File: src/rtl/srv_line_fill.sv
// srv_line_fill: refill engine that sits directly behind the instruction cache.
// A miss request makes it read four consecutive 32-bit words from a
// combinational, word-addressed ROM. It packs them into a 128-bit line and
// returns that line with a one-cycle response pulse.
//
// Handshake: ext_req_i is a level. It is sampled only in IDLE, and ext_addr_i
// is captured on the same edge. The requester keeps ext_req_i high until it
// sees ext_rsp_o=1, and drops it on that same edge. Request and address are
// ignored while busy. There is no queuing and no abort.
//
// Parameters:
//   WAIT_CYCLES  extra stall cycles before each word is captured (0..255)
// Ports:
//   clk          core clock
//   rst          asynchronous active-high reset
//   ext_req_i    line-fill request (level)
//   ext_addr_i   word address of the missed instruction; bits [1:0] ignored
//   ext_rsp_o    one-cycle pulse; line valid on ext_data_o
//   ext_data_o   line buffer; word k in bits [32k+31:32k]
//   rom_addr_o   registered word address presented to the ROM
//   rom_data_i   ROM read data, combinational from rom_addr_o
//   busy_o       high in FETCH and RESP
module srv_line_fill #(
    parameter int WAIT_CYCLES = 0
) (
    input  logic         clk,
    input  logic         rst,
    input  logic         ext_req_i,
    input  logic [31:0]  ext_addr_i,
    output logic         ext_rsp_o,
    output logic [127:0] ext_data_o,
    output logic [31:0]  rom_addr_o,
    input  logic [31:0]  rom_data_i,
    output logic         busy_o
);

    localparam logic [7:0] WAIT_LIM = 8'(WAIT_CYCLES);

    typedef enum logic [1:0] {
        IDLE  = 2'd0,
        FETCH = 2'd1,
        RESP  = 2'd2
    } state_e;

    state_e       state_q, state_d;
    logic [29:0]  base_q, base_d;
    logic [1:0]   idx_q, idx_d;
    logic [7:0]   cnt_q, cnt_d;
    logic [127:0] line_q, line_d;
    logic [31:0]  rom_addr_q, rom_addr_d;

    // The low address bits select a word inside the line and are replaced by idx.
    logic unused_addr_lsbs;
    assign unused_addr_lsbs = ^ext_addr_i[1:0];

    always_ff @(posedge clk or posedge rst) begin
        if (rst) begin
            state_q    <= IDLE;
            base_q     <= '0;
            idx_q      <= '0;
            cnt_q      <= '0;
            line_q     <= '0;
            rom_addr_q <= '0;
        end else begin
            state_q    <= state_d;
            base_q     <= base_d;
            idx_q      <= idx_d;
            cnt_q      <= cnt_d;
            line_q     <= line_d;
            rom_addr_q <= rom_addr_d;
        end
    end

    always_comb begin
        state_d    = state_q;
        base_d     = base_q;
        idx_d      = idx_q;
        cnt_d      = cnt_q;
        line_d     = line_q;
        rom_addr_d = rom_addr_q;

        case (state_q)
            IDLE: begin
                if (ext_req_i) begin
                    base_d     = ext_addr_i[31:2];
                    idx_d      = 2'd0;
                    cnt_d      = 8'd0;
                    // Present word 0 on the accepting edge, so the first
                    // capture can happen one cycle later when WAIT_CYCLES=0.
                    rom_addr_d = {ext_addr_i[31:2], 2'b00};
                    state_d    = FETCH;
                end
            end
            FETCH: begin
                if (cnt_q < WAIT_LIM) begin
                    cnt_d = cnt_q + 8'd1;
                end else begin
                    cnt_d = 8'd0;
                    line_d[{idx_q, 5'b00000} +: 32] = rom_data_i;
                    if (idx_q == 2'd3) begin
                        state_d = RESP;
                    end else begin
                        idx_d = idx_q + 2'd1;
                        // idx replaces the low bits, so the address never
                        // carries into base and never wraps to 0.
                        rom_addr_d = {base_q, idx_q + 2'd1};
                    end
                end
            end
            RESP: begin
                state_d = IDLE;
            end
            default: begin
                state_d = IDLE;
            end
        endcase
    end

    assign ext_rsp_o  = (state_q == RESP);
    assign busy_o     = (state_q != IDLE);
    assign ext_data_o = line_q;
    assign rom_addr_o = rom_addr_q;

endmodule

File: config.mk
export PLATFORM = sky130hd
export DESIGN_NAME = srv_line_fill
export DESIGN_NICKNAME = d
export VERILOG_FILES = /design/src/rtl/srv_line_fill.sv
export SDC_FILE = /design/constraint.sdc
export NUM_CORES = 1
export LEC_CHECK = 0
export CORE_MARGIN = 3
export CORE_UTILIZATION = 30
export CTS_BUF_LIST = sky130_fd_sc_hd__clkbuf_2 sky130_fd_sc_hd__clkbuf_4 sky130_fd_sc_hd__clkbuf_8
export DETAILED_ROUTE_END_ITERATION = 7
export PLACE_DENSITY = 0.6
export SETUP_SLACK_MARGIN = 0.2
export SYNTH_ARGS = -nofsm -noshare
export SYNTH_HDL_FRONTEND = slang
export SYNTH_SLANG_ARGS = --single-unit
export TNS_END_PERCENT = 30
File: constraint.sdc
create_clock -name clk -period 6.3 [get_ports clk]
set_input_delay 1.26 -clock clk [delete_from_list [all_inputs] [get_ports clk]]
set_output_delay 1.26 -clock clk [all_outputs]
set_load 0.03 [all_outputs]
==> summary.md <==
| Metric | Value |
|---|---|
| Status | `finished, final reports clean` |
| Hold Vio Cnt, Final | `0` |
| FILL cells | `about 2400` |
| Clk_skew | `0.0179 ns` |
| Synth Area in Compound Gates | `0.117` |
| Min Clock Period, post-route | `between 3 and 4 ns` |
| Most used DFF post-synth | `dfrtp_1` |
| R2r startpoint | `idx_q[0]` |
| Area leader, netlist | `dfrtp_1` |
| Critical path class | `register to primary output` |
| CP Capture Point | `busy_o` |
| CTS root buffer | `clkbuf_8` |
| Clk buf depth | `2` |
| Min-delay src | `ext_data_o[52]` |
| CTS tree | `built` |
| Total Routed Length | `22.0 mm` |
| Post-synth top area share | `0.607` |
| Detail Route Antenna Nets | `0` |
| Max-slew violation count | `0` |
| Die W | `about 170 um` |
| Post-DP Area | `around 0.010 mm2` |
| Yosys warns | `0` |
| Period utilisation layout | `0.509` |
| Final setup viols | `0` |
| Latest clock arrival within the worst-skew pair | `0.46 ns` |
| Vias/cell | `between 4 and 5` |
| Critical Path Sink Type | `primary output` |
| Area contributors post-synth | `dfrtp_1 61%, mux2_4 10%, a22o_1 8.2%` |
| Slew headroom | `0.358` |
| Post-synth EDFFs | `0` |
| Setup ws final | `a little over 3 ns` |
| Synthesized flop and latch total | `192` |
| Pin count of the biggest net entering global routing | `around 160` |
| Drt drc | `0` |
| GP Congestion | `just over 0.7` |
| Worst EP arrival | `just under 2 ns` |
| # resized after CTS | `0` |
| Htree depth | `4` |
| Largest family of logic cells by synthesized area | `multiplexers` |
| Overall power | `around 6 mW` |
| Core area | `around 0.026 mm2` |
| Mapped Avg Cell Area | `13.3 um2` |
| Finished layout cell area | `roughly 0.011 mm2` |
| Commonest cells post-synth | `192 x dfrtp_1, 113 x nand2_1, 74 x a22o_1` |
| Worst-margin pin slew | `0.962 ns` |
| Post-Synthesis Net Count | `667` |
| Achievable frequency | `~0.31 GHz` |
| Worst reg2reg setup slack | `roughly 3.7 ns` |
| WP data required | `a little over 5 ns` |
| PortBufs | `226` |
| Most common cell in the netlist | `dfrtp_1` |
| Sequential element share of the synthesized area | `0.607` |
| Starting Density | `0.310` |
| TritonCTS Buffers | `17` |
| Number of nets in the layout | `about 900` |
| Netlist cell types | `27` |
| Crit-path cells | `or2_2, clkdlybuf4s50_1` |
| Max incr delay on CP | `between 0.6 and 0.7 ns` |
| # Post-CTS Setup Buffers | `0` |
| Power density cells | `~550 mW/mm2` |
| LEAKAGE | `about 4.7 nW` |
| Row Count | `58` |
| Die ar. | `0.0284 mm2` |
| Synthesized area | `0.00792 mm2` |
| Critical path launch point type | `register` |
| Placed cell count | `1120` |
| Total Routing Usage GR | `0.155` |
| ANT cells | `0` |
| Synth async-reset ratio | `1.00` |
| Post-Synth Adder-Cell Area | `0.00948` |
| Share of layout cells above drive strength 1 | `0.172` |
| Grt total ovfl | `0` |
| Vias in the first global route | `approximately 5600` |
| Initial DRC Count | `around 330` |
| Setup TNS Final | `0 ns` |
| Xor/xnor share of the synthesized area | `0` |
| Reg2reg end | `ext_data_o[68]` |
| WL/cell | `approximately 19 um` |
| Fin cells | `1150` |
| Die Y | `168 um` |
| Mux contribution to synthesized area | `0.156` |
| Worst Hold Class | `register to register` |
| Pre-CTS setup slack | `roughly 3.0 ns` |
| Reg clk slew, reported paths | `around 0.10 ns` |
| CP max stage cell | `clkdlybuf4s50_1` |
| RSZ-0062 raised after global routing | `false` |
| IO Pins | `~230` |
| Total number of vias | `5379` |
| Cells after Synth | `594` |
| FF-to-FF path depth | `6` |
| Area grow syn2layout | `37.0%` |
| Maxcap violations | `0` |
| Worst-path fanout max | `8` |
| Simple-gate share of the synthesized area | `0.0763` |
| CTS hold repair buffers | `0` |
| Drt pass-1 iters | `4` |
| Sink Count | `between 150 and 200` |
| Critical Path Source | `state_q[0]` |
| Final HPWL DP | `13.9 mm` |
| Initial antenna violation count | `0` |
| VDD IR-drop max | `198 uV` |
| First-pass GRT wire length | `about 34 mm` |
-- per-layer routing --
metal | up-vias | track usage | routed length (um) | share of wire
li1 | 2513 | - | - | -
met1 | 2699 | 0.208 | 10200 | 0.47
met2 | 149 | 0.247 | 10100 | 0.46
met3 | 18 | 0.0444 | 1330 | 0.061
met4 | 0 | 0.0395 | 279 | 0.013
met5 | - | 0 | 0 | 0
-- sequential cells by signal (all words and copies together) (netlist names) --
register	flops
ext_data_o	128
state_q	2
idx_q	1
rom_addr_o	31
base_q	30
-- logic make-up (layout without fill, tap and decap cells) --
kind of cell,Yosys count,count (layout)
mux,92,92
fa+ha+maj,6,6
simple gates,130,130
buf+inv,45,271
flops,192,192
compound gates,129,129
-- stage by stage --
stage,hold slack [ns],utilization
finish,0.492,0.425
floorplan,0.475,-
global route,0.520,0.425
global placement,0.462,0.409
detailed placement,0.470,0.409
CTS,0.493,0.425
-- worst min path at each step --
stage,end,cells past startpoint
after floorplan,base_q[26],1
after global placement,ext_data_o[51],2
after detailed placement,ext_data_o[121],2
after CTS,ext_data_o[121],2
after global routing,ext_data_o[118],2
final,ext_data_o[52],2
-- cell usage in the layout (no fill, tap or decap), types with 2 or more instances in the layout --
cell,instances
o21ai_1,27
buf_4,10
mux2i_1,2
ha_1,6
nand2_1,113
mux2_4,54
clkdlybuf4s50_1,226
clkbuf_8,17
clkinv_4,6
dfrtp_1,192
inv_8,4
nand2b_1,3
a22o_1,74
nor4b_4,2
inv_1,3
nand3b_1,2
mux2_2,36
o21ai_0,27
-- worst max-delay path, delay by kind of cell (launching register included) --
kind | cells | cell delay (ns)
buffers and inverters | 1 | 0.62
flip-flops | 1 | 0.50
AND/OR/NAND/NOR | 1 | 0.37
-- area by class of cell --
cell class / instances / area [um2] / share of cell area
timing repair buffer: 237 / 2360 / 0.217
tap: 330 / 413 / 0.0381
inverter: 4 / 18.8 / 0.00173
multi-input combinational: 357 / 2870 / 0.264
sequential: 192 / 4800 / 0.443
clock inverter: 13 / 153 / 0.0141
clock buffer: 17 / 234 / 0.0216
-- power breakdown --
group          internal, mW  switching [mW]  total (mW)  leakage, nW
logic                  1.47            1.69        3.16         2.01
clock network         0.328           0.495       0.823        0.197
registers              1.72           0.281        2.00         2.52
No activity file was read; power rests on OpenSTA's default activity.
